### src/rtl/debug_pkg.sv
// Shared debug-unit definitions: command bytes, default halt word, loader states.
// Latency: n/a (constants and types only).
// Backpressure: n/a.
package debug_pkg;

  // Host command bytes (ASCII 'L', 'C', 'S', 'N').
  localparam logic [7:0] CMD_LOAD = 8'h4C;
  localparam logic [7:0] CMD_CONT = 8'h43;
  localparam logic [7:0] CMD_STEP = 8'h53;
  localparam logic [7:0] CMD_NEXT = 8'h4E;

  // Instruction word that terminates a program image.
  localparam logic [31:0] HALT_WORD_DEFAULT = 32'hFFFF_FFFF;

  typedef enum logic [2:0] {
    ST_IDLE,
    ST_LOAD,
    ST_READY,
    ST_RUN,
    ST_DONE,
    ST_ERROR
  } loader_state_e;

endpackage

### src/rtl/program_loader_word_packer.sv
// Packs a byte stream big-endian into words and flags the byte that completes a word.
// Latency: word/word_valid are combinational with the completing strobe.
// Backpressure: none, every strobe is accepted; clear wins over strobe.
//
// Ports: clk, reset (sync, active-high), in_byte/strobe (byte input),
//        clear (restart at byte 0), word/word_valid (completed word).
module word_packer #(
  parameter int NB_BYTE = 8,
  parameter int NB_DATA = 32
) (
  input  logic               clk,
  input  logic               reset,
  input  logic [NB_BYTE-1:0] in_byte,
  input  logic               strobe,
  input  logic               clear,
  output logic [NB_DATA-1:0] word,
  output logic               word_valid
);

  localparam int N_BYTES = NB_DATA / NB_BYTE;
  localparam int CNT_W   = $clog2(N_BYTES);
  localparam logic [CNT_W-1:0] LAST_BYTE = CNT_W'(N_BYTES - 1);

  logic [NB_DATA-1:0] sr_q, sr_d;
  logic [CNT_W-1:0]   cnt_q, cnt_d;

  // The completed word includes the byte arriving now, so the consumer can
  // register it on the same edge the last byte is shifted in.
  assign word       = {sr_q[NB_DATA-NB_BYTE-1:0], in_byte};
  assign word_valid = strobe && !clear && (cnt_q == LAST_BYTE);

  always_comb begin
    sr_d  = sr_q;
    cnt_d = cnt_q;
    if (clear) begin
      sr_d  = '0;
      cnt_d = '0;
    end else if (strobe) begin
      sr_d  = word;
      cnt_d = cnt_q + CNT_W'(1);  // wraps back to byte 0 after the last byte
    end
  end

  always_ff @(posedge clk) begin
    if (reset) begin
      sr_q  <= '0;
      cnt_q <= '0;
    end else begin
      sr_q  <= sr_d;
      cnt_q <= cnt_d;
    end
  end

endmodule

### src/rtl/program_loader.sv
// Debug front end: loads a byte stream into instruction memory, then runs the pipeline.
// Latency: every output is registered, one cycle after the i_rx_done / i_halt causing it.
// Backpressure: none; bytes are accepted every cycle, including the memory write cycle.
//
// Ports: i_clk, i_reset (sync, active-high); i_rx_data/i_rx_done from UART;
//        i_halt from pipeline; o_imem_we/addr/data memory write port;
//        o_pipe_reset, o_valid, o_exec_mode, o_step pipeline control;
//        o_prog_loaded, o_error load status.
module program_loader
  import debug_pkg::*;
#(
  parameter int                  NB_BYTE   = 8,
  parameter int                  NB_DATA   = 32,
  parameter int                  NB_ADDR   = 8,
  parameter logic [NB_DATA-1:0]  HALT_WORD = HALT_WORD_DEFAULT
) (
  input  logic               i_clk,
  input  logic               i_reset,
  input  logic [NB_BYTE-1:0] i_rx_data,
  input  logic               i_rx_done,
  input  logic               i_halt,
  output logic               o_imem_we,
  output logic [NB_ADDR-1:0] o_imem_addr,
  output logic [NB_DATA-1:0] o_imem_data,
  output logic               o_pipe_reset,
  output logic               o_valid,
  output logic               o_exec_mode,
  output logic               o_step,
  output logic               o_prog_loaded,
  output logic               o_error
);

  loader_state_e state_q, state_d;
  logic [NB_ADDR-1:0] addr_q, addr_d;
  logic               imem_we_q, imem_we_d;
  logic [NB_ADDR-1:0] imem_addr_q, imem_addr_d;
  logic [NB_DATA-1:0] imem_data_q, imem_data_d;
  logic               pipe_reset_q, pipe_reset_d;
  logic               valid_q, valid_d;
  logic               exec_mode_q, exec_mode_d;
  logic               step_q, step_d;
  logic               prog_loaded_q, prog_loaded_d;
  logic               error_q, error_d;

  logic               pk_strobe, pk_clear, pk_word_valid;
  logic [NB_DATA-1:0] pk_word;
  logic               load_cmd, enter_load;

  word_packer #(
    .NB_BYTE (NB_BYTE),
    .NB_DATA (NB_DATA)
  ) u_packer (
    .clk        (i_clk),
    .reset      (i_reset),
    .in_byte    (i_rx_data),
    .strobe     (pk_strobe),
    .clear      (pk_clear),
    .word       (pk_word),
    .word_valid (pk_word_valid)
  );

  assign load_cmd = i_rx_done && (i_rx_data == CMD_LOAD);

  always_comb begin
    state_d       = state_q;
    addr_d        = addr_q;
    imem_we_d     = 1'b0;
    imem_addr_d   = imem_addr_q;
    imem_data_d   = imem_data_q;
    pipe_reset_d  = pipe_reset_q;
    valid_d       = valid_q;
    exec_mode_d   = exec_mode_q;
    step_d        = 1'b0;
    prog_loaded_d = prog_loaded_q;
    error_d       = error_q;
    pk_strobe     = 1'b0;
    pk_clear      = 1'b0;
    enter_load    = 1'b0;

    case (state_q)
      ST_IDLE:  enter_load = load_cmd;
      ST_LOAD: begin
        // Every byte is image data here, even if it matches a command value.
        pk_strobe = i_rx_done;
        if (pk_word_valid) begin
          imem_we_d   = 1'b1;
          imem_addr_d = addr_q;
          imem_data_d = pk_word;
          if (pk_word == HALT_WORD) begin
            prog_loaded_d = 1'b1;
            state_d       = ST_READY;
          end else if (addr_q == {NB_ADDR{1'b1}}) begin
            // Last slot used without a halt word: stop rather than wrap.
            error_d = 1'b1;
            state_d = ST_ERROR;
          end else begin
            addr_d = addr_q + NB_ADDR'(1);
          end
        end
      end
      ST_READY: begin
        if (i_rx_done) begin
          if (i_rx_data == CMD_CONT || i_rx_data == CMD_STEP) begin
            exec_mode_d  = (i_rx_data == CMD_STEP);
            pipe_reset_d = 1'b0;
            valid_d      = 1'b1;
            state_d      = ST_RUN;
          end
        end
        enter_load = load_cmd;
      end
      ST_RUN: begin
        // Halt takes priority over a coincident step request.
        if (i_halt) begin
          valid_d = 1'b0;
          state_d = ST_DONE;
        end else if (i_rx_done && i_rx_data == CMD_NEXT && exec_mode_q) begin
          step_d = 1'b1;
        end
      end
      ST_DONE:  enter_load = load_cmd;
      ST_ERROR: enter_load = load_cmd;
      default:  state_d = ST_IDLE;
    endcase

    if (enter_load) begin
      state_d       = ST_LOAD;
      addr_d        = '0;
      pk_clear      = 1'b1;
      prog_loaded_d = 1'b0;
      error_d       = 1'b0;
      pipe_reset_d  = 1'b1;
      valid_d       = 1'b0;
      exec_mode_d   = 1'b0;
    end
  end

  always_ff @(posedge i_clk) begin
    if (i_reset) begin
      state_q       <= ST_IDLE;
      addr_q        <= '0;
      imem_we_q     <= 1'b0;
      imem_addr_q   <= '0;
      imem_data_q   <= '0;
      pipe_reset_q  <= 1'b1;
      valid_q       <= 1'b0;
      exec_mode_q   <= 1'b0;
      step_q        <= 1'b0;
      prog_loaded_q <= 1'b0;
      error_q       <= 1'b0;
    end else begin
      state_q       <= state_d;
      addr_q        <= addr_d;
      imem_we_q     <= imem_we_d;
      imem_addr_q   <= imem_addr_d;
      imem_data_q   <= imem_data_d;
      pipe_reset_q  <= pipe_reset_d;
      valid_q       <= valid_d;
      exec_mode_q   <= exec_mode_d;
      step_q        <= step_d;
      prog_loaded_q <= prog_loaded_d;
      error_q       <= error_d;
    end
  end

  assign o_imem_we     = imem_we_q;
  assign o_imem_addr   = imem_addr_q;
  assign o_imem_data   = imem_data_q;
  assign o_pipe_reset  = pipe_reset_q;
  assign o_valid       = valid_q;
  assign o_exec_mode   = exec_mode_q;
  assign o_step        = step_q;
  assign o_prog_loaded = prog_loaded_q;
  assign o_error       = error_q;

endmodule

### config.mk
export PLATFORM = sky130hd
export DESIGN_NAME = program_loader
export DESIGN_NICKNAME = d
export VERILOG_FILES = /design/src/rtl/debug_pkg.sv /design/src/rtl/program_loader_word_packer.sv /design/src/rtl/program_loader.sv
export SDC_FILE = /design/constraint.sdc
export NUM_CORES = 1
export LEC_CHECK = 0
export BUFFER_PORTS_ARGS = -buffer_cell sky130_fd_sc_hd__buf_2
export CAP_MARGIN = 20
export CORE_MARGIN = 2
export CORE_UTILIZATION = 45
export DETAILED_ROUTE_END_ITERATION = 6
export MAX_ROUTING_LAYER = met4
export PLACE_DENSITY = 0.71
export SLEW_MARGIN = 20
export SYNTH_ARGS = -nofsm -noshare
export SYNTH_HDL_FRONTEND = slang
export SYNTH_HIERARCHICAL = 1
export SYNTH_SLANG_ARGS = --single-unit
### constraint.sdc
create_clock -name i_clk -period 3.6 [get_ports i_clk]
set_clock_uncertainty 0.15 [all_clocks]
set_input_delay 0 -clock i_clk [delete_from_list [all_inputs] [get_ports i_clk]]
set_output_delay 0 -clock i_clk [all_outputs]
set_load 0.05 [all_outputs]
==> run_results.csv, run 1 <==
group,metric,value,unit
critical_path,crit_fanout,13,
pwr,vdd_drop_max,0.254,mV
clocking,cts_tree,"built",
global_route,grt_pass1_vias,2632,
routing,routed_via_density,5.21,
sta,fin_setup_tns,0,ps
placement,dp.final_hpwl,5.31,mm
sta,min_period_over_period,0.768,
synthesis,synth_seq_cells,84,
floorplanning,core_area,0.00733,sq mm
clocking,cts_buffers,9,
sta,slew_viol_final,0,
pwr,p_sw,0.000387,W
critical_path,endpoint_kind,"flip-flop",
routing,vias,2846,
sta,hold_viol_final,0,
layout,layout-drive-gt1-share,0.199,
global_route,grt_max_degree,48,
routing,wl_per_cell,13.8,microns
routing,highest-signal-layer,"met4",
clocking,clkSinkCount,84,
pwr,p_per_area,406,mW/mm^2
global_route,grt_usage,0.190,
sta,worst_pin_slew,914,ps
synthesis,yosysSeqAreaShare,0.490,
synthesis,netlist_instances,392,
routing,drtPass1Iterations,4,
clocking,clkTransAtPathRegs,90,ps
floorplanning,io_pins,59,
sta,fmax,362,MHz
floorplanning,fp.dieH,91.3,microns
clocking,clk_latency,360,ps
floorplanning,initial_utilization,0.468,
routing,routed_wirelength,7.53,mm
status,status,"complete, no violations",
placement,port_buffers,58,
pwr,p_int,0.00122,W
synthesis,syn_area,0.00343,sq mm
pwr,total_leakage_power,1.51,nW
layout,nets,456,
routing,dr_wl_met2,3.73,mm
placement,dpl_cell_area,0.00369,sq mm
global_route,gr-total-overflow,0,
sta,report.final.setup_viol,0,
floorplanning,rows,31,
floorplanning,fp.dieW,91.3,microns
placement,gp_congestion,0.835,
flow_run,drv_cap,0,
sta,fin_crit,2760,ps
routing,routed-wl-met3,325,microns
synthesis,syn_nets,406,
global_route,grt_pass1_wl,12.5,mm
pwr,switching_share,0.240,
critical_path,crit_type,"flip-flop to flip-flop",
routing,drt_iter0_drc,224,
critical_path,critPathArrivalTime,2900,ps
layout,area_delta_synth_final,15.8,%
sta,slew_headroom,0.391,
clocking,cts_htree_levels,3,
critical_path,cp-start-kind,"flip-flop",
synthesis,synth_warnings,6,
routing,ant_nets,0,
clocking,cts_root_buf,"clkbuf_8",
pwr,power_frac_seq,0.576,
layout,antenna_cells,0,
routing,route.detailed.drc,0,
pwr,combPwrFrac,0.026,
routing,wl_met1,3.40,mm
pwr,clkPwrFrac,0.398,
clocking,cts-resized-gates,0,
global_route,antenna_found_initial,0,
min_path,hp-class,"input pin to flip-flop",
floorplanning,die_area,0.00834,sq mm
critical_path,required,3740,ps
synthesis,synth_cell_type_count,42,
clocking,clockBufferDepth,2,
sta,rsz0062_at_grt,"false",
layout,fin_area,0.00397,sq mm
synthesis,syn_avg_cell_area,8.75,sq um
critical_path,r2r_setup_slack,840,ps
## layout make-up
cell class	count	area, sq um
clock buffers	10	138
inverters	3	11.3
fillers	697	3360
clock inverters	6	53.8
flip-flops and latches	84	1680
well taps	99	124
multi-input cells	273	1540
repair buffers	71	423
## path summary, 6_finish.rpt
path	end	depth (start not counted)	start
min reg2reg	o_imem_addr[2]	2	o_imem_addr[2]
max	state_q[1]	9	state_q[0]
max reg2reg	state_q[1]	9	state_q[0]
min	o_step	4	i_rx_done
## critical path: stages, from the launching register on
cell and delay [ps]:
dfxtp_1 430, nand2b_1 240, nor2_1 220, and2_1 180
and3b_2 220, nand4bb_2 330, nand3_1 250, a31oi_1 90
or4_1 430, a21oi_1 150
## cells in the mapped netlist
cell type	instances	area share
a211oi_1	2	0.0044
a21o_1	1	0.0022
a21oi_1	49	0.071
a311oi_1	1	0.0026
a31oi_1	3	0.0055
and2_1	2	0.0036
and3_1	3	0.0055
and3b_2	1	0.0029
and4_4	1	0.0033
and4bb_1	1	0.0036
buf_2	4	0.0058
buf_4	8	0.018
buf_6	4	0.013
buf_8	2	0.0088
clkbuf_1	14	0.015
dfxtp_1	84	0.49
ha_1	2	0.0073
inv_1	3	0.0033
mux2i_1	29	0.085
nand2_1	98	0.11
nand2_2	1	0.0018
nand2b_1	4	0.0073
nand3_1	4	0.0058
nand4_1	11	0.020
nand4_2	2	0.0073
nand4b_1	1	0.0026
nand4bb_1	1	0.0033
nor2_1	34	0.037
nor2_2	1	0.0018
nor3_1	3	0.0044
nor3b_2	1	0.0036
nor4_4	2	0.012
nor4b_4	1	0.0069
nor4bb_1	1	0.0029
o21ai_0	5	0.0073
o311ai_0	1	0.0026
o41ai_1	1	0.0026
or2_0	1	0.0018
or2_1	1	0.0018
or3_1	2	0.0036
or4_1	1	0.0022
xnor2_1	1	0.0026
## cells in the final DEF (no fill, tap or decap), types with 4 or more instances in the layout
master,n
buf_2,58
nand4_1,11
o21ai_0,5
nand3_1,4
clkbuf_8,10
nand2_1,98
mux2i_1,29
dfxtp_1,84
nor2_1,34
nand2b_1,4
dlygate4sd3_1,9
a21oi_1,49
## sequential cells by signal, summed over array words and instances (netlist names), 2 cells and up
signal and cells:
u_packer/sr_q 24, u_packer/cnt_q 2, o_imem_addr 8, addr_q 8, o_imem_data 32, state_q 3
## repair_timing
| item | in CTS | in global routing |
|---|---|---|
| setup buffers | 0 | 0 |
| hold endpoints to repair | 21 | 0 |
| hold buffers | 9 | 0 |
## power by group through the flow
stage | clock (W) | sequential (W) | combinational [W]
floorplan | 0 | 0.000950 | 0.0000303
global placement | 0 | 0.000950 | 0.0000346
detailed placement | 0 | 0.000950 | 0.0000344
CTS | 0.000657 | 0.000928 | 0.0000419
global route | 0.000700 | 0.000929 | 0.0000459
finish | 0.000640 | 0.000928 | 0.0000422
## metrics by stage
| stage | worst slack, ps | hold WS, ps | utilization | std cells | total power, W |
|---|---|---|---|---|---|
| after floorplan | 1060 | -4.64 | - | 392 | 0.000981 |
| after global placement | 1040 | 143 | 0.503 | 521 | 0.000985 |
| after detailed placement | 898 | 144 | 0.503 | 521 | 0.000985 |
| after CTS | 860 | 8.05 | 0.542 | 546 | 0.00163 |
| after global routing | 640 | 39.3 | 0.542 | 546 | 0.00167 |
| final | 835 | 27.3 | 0.542 | 546 | 0.00161 |
## layer usage
| layer | track usage | up-vias |
|---|---|---|
| met4 | 0.0669 | 0 |
| met5 | - | - |
| li1 | - | 1422 |
| met2 | 0.307 | 81 |
| met3 | 0.0456 | 9 |
| met1 | 0.234 | 1334 |
## kinds of logic (layout without fill, tap and decap cells)
group / Yosys count / after routing / share of synthesized area
AOI/OAI and AO/OA: 63 / 63 / 0.0985
adders and majority gates: 2 / 2 / 0.00729
muxes: 29 / 29 / 0.0846
and+or+nand+nor: 178 / 178 / 0.253
xor gates and xnor gates: 1 / 1 / 0.00255
DFF: 84 / 84 / 0.490
buffers and inverters: 35 / 90 / 0.0638
No activity file was read; power rests on OpenSTA's default activity.
==> run 2: changes to the inputs <==
--- a/config.mk
+++ b/config.mk
@@ -5,6 +5,7 @@
 export SDC_FILE = /design/constraint.sdc
 export NUM_CORES = 1
 export LEC_CHECK = 0
+export ABC_AREA = 1
 export BUFFER_PORTS_ARGS = -buffer_cell sky130_fd_sc_hd__buf_2
 export CAP_MARGIN = 20
 export CORE_MARGIN = 2
==> constraint.sdc (replaced) <==
create_clock -name i_clk -period 2.55 [get_ports i_clk]
set_clock_uncertainty 0.15 [all_clocks]
set_input_delay 0 -clock i_clk [delete_from_list [all_inputs] [get_ports i_clk]]
set_output_delay 0 -clock i_clk [all_outputs]
set_load 0.05 [all_outputs]
==> run_results.csv, run 2 <==
group,metric,value,unit
status,status,"complete, no violations",
pwr,vdd_drop_max,0.312,mV
clocking,clkSinkCount,84,
synthesis,syn_avg_cell_area,7.01,sq um
routing,wl_per_cell,11.6,microns
pwr,total_leakage_power,1.97,nW
synthesis,netlist_top_cells_count,"146 x nor2_1, 110 x nand2_1, 84 x dfxtp_1",
floorplanning,fp.dieH,94.0,microns
clocking,clockBufferDepth,2,
critical_path,crit_fanout,26,
critical_path,required,2680,ps
floorplanning,io_pins,59,
placement,dp.final_hpwl,5.40,mm
global_route,grt_pass1_wl,13.5,mm
synthesis,synth_top_area_frac,0.461,
sta,setup_ws,279,ps
critical_path,endpoint_kind,"flip-flop",
layout,largest_register_ffs,32,
sta,fin_crit,2270,ps
sta,slew_viol_final,0,
synthesis,synth_enable_flop_cells,0,
clocking,cts_tree,"built",
critical_path,crit_type,"flip-flop to flip-flop",
layout,antenna_cells,0,
layout,layout-drive-gt1-share,0.158,
synthesis,synth_warnings,6,
global_route,gr-total-overflow,0,
critical_path,cp-start-kind,"flip-flop",
layout,area_delta_synth_final,15.1,%
layout,nets,593,
floorplanning,fp.dieW,94.0,microns
floorplanning,rows,32,
sta,fin_setup_tns,0,ps
synthesis,synthFlopType,"dfxtp_1",
routing,drt_iter0_drc,144,
routing,vias,3264,
clocking,cts_htree_levels,3,
global_route,grt_usage,0.198,
layout,nFillCells,804,
min_path,hp-class,"flip-flop to flip-flop",
critical_path,critPathSlowestCell,"dfxtp_1",
routing,routed_wirelength,7.94,mm
floorplanning,core_area,0.00777,sq mm
critical_path,crit_chain,"a21oi_1 -> nand3_1 -> inv_1 -> nor2_1 -> inv_1 -> nor2_4 -> buf_4 -> o21ai_0 -> a21oi_1",
placement,dp_slack,333,ps
placement,port_buffers,58,
sta,fmax,440,MHz
floorplanning,initial_utilization,0.469,
pwr,p_per_area,582,mW/mm^2
sta,rsz0062_at_grt,"false",
synthesis,yosys-top-cells-area,"dfxtp_1 46%, nor2_1 15%, nand2_1 11%",
global_route,antenna_found_initial,0,
clocking,cts_buffers,9,
synthesis,syn_nets,534,
layout,seqCellArea,0.00168,sq mm
critical_path,critical-path-max-stage-delay,480,ps
sta,hold_viol_final,0,
global_route,grt_pass1_vias,3049,
floorplanning,die_area,0.00884,sq mm
clocking,cts_root_buf,"clkbuf_8",
synthesis,netlist_instances,520,
layout,multi_input_area,0.00156,sq mm
sta,report.final.setup_viol,0,
clocking,clk_latency,350,ps
sta,min_period_over_period,0.890,
synthesis,synth_cell_type_count,29,
sta,slew_headroom,0.615,
synthesis,synth_top_area_cell,"dfxtp_1",
routing,route.detailed.drc,0,
layout,final_cell_mix,"145 x nor2_1, 110 x nand2_1, 84 x dfxtp_1, 58 x buf_2, 45 x inv_1",
critical_path,critPathArrivalTime,2400,ps
routing,routed_via_density,4.76,
global_route,grt_max_degree,53,
routing,drtPass1Iterations,4,
layout,layout_commonest_cell,"nor2_1",
sta,worst_pin_slew,577,ps
synthesis,synth_seq_cells,84,
clocking,clkTransAtPathRegs,80,ps
synthesis,async_reset_ff_frac,0,
flow_run,drv_cap,0,
synthesis,yosysSeqAreaShare,0.461,
routing,ant_nets,0,
placement,gp_congestion,0.844,
synthesis,syn_area,0.00364,sq mm
synthesis,synth.most_common_cell,"nor2_1",
[run 2: through the flow]
| step | hold WS (ps) | area, sq um | util | std cells | power [W] |
|---|---|---|---|---|---|
| after global placement | 140 | 3910 | 0.503 | 658 | 0.00162 |
| after floorplan | -80.9 | 3640 | - | 520 | 0.00158 |
| after global routing | 331 | 4200 | 0.540 | 686 | 0.00255 |
| after detailed placement | 145 | 3910 | 0.503 | 658 | 0.00162 |
| after CTS | 305 | 4200 | 0.540 | 686 | 0.00246 |
| final | 312 | 4200 | 0.540 | 686 | 0.00244 |
[run 2: final cells by class]
class                      instances  share of cell area
tap                              102              0.0304
multi-input combinational        358               0.373
clock buffer                      12              0.0346
inverter                          49              0.0450
clock inverter                     4             0.00596
sequential                        84               0.401
timing repair buffer              77               0.110
[run 2: critical path: cells and delay by family (launching register included)]
| kind | cells | cell delay, ps |
|---|---|---|
| compound gates | 3 | 440 |
| buf+inv | 3 | 510 |
| flops | 1 | 480 |
| simple gates | 3 | 610 |
[run 2: what timing repair did]
action                    CTS  global route
hold endpoints to repair   32             0
buffers inserted            0             0
hold buffers               12             0
resized for setup           0             0
[run 2: power breakdown]
group	internal [W]	total, W	switching [W]	leakage, nW
Combinational	0.0000831	0.000220	0.000137	1.21
Clock	0.000378	0.000836	0.000459	0.0824
Sequential	0.00135	0.00139	0.0000359	0.678
Total	0.00181	0.00244	0.000632	1.97
[run 2: path summary, 6_finish.rpt]
kind	start	endpoint	slack, ps	depth (start not counted)
setup reg to reg	state_q[1]	o_imem_addr[1]	280	9
hold reg to reg	o_imem_addr[6]	o_imem_addr[6]	310	2
setup / recovery	state_q[1]	o_imem_addr[1]	280	9
hold / removal	o_imem_addr[6]	o_imem_addr[6]	310	2
[run 2: cells by family (layout without fill, tap and decap cells)]
family | Yosys count | in the layout | share of synthesized area
fa+ha+maj | 2 | 2 | 0.00686
flops | 84 | 84 | 0.461
compound gates | 63 | 63 | 0.0899
buf+inv | 78 | 142 | 0.110
simple gates | 288 | 288 | 0.320
xor+xnor | 5 | 5 | 0.0120
[run 2: routing by layer]
| metal | up-vias | part of all wire | global-route usage |
|---|---|---|---|
| li1 | 1716 | - | - |
| met1 | 1467 | 0.46 | 0.241 |
| met2 | 72 | 0.47 | 0.315 |
| met3 | 9 | 0.048 | 0.0457 |
| met4 | 0 | 0.015 | 0.0857 |
| met5 | - | 0 | - |
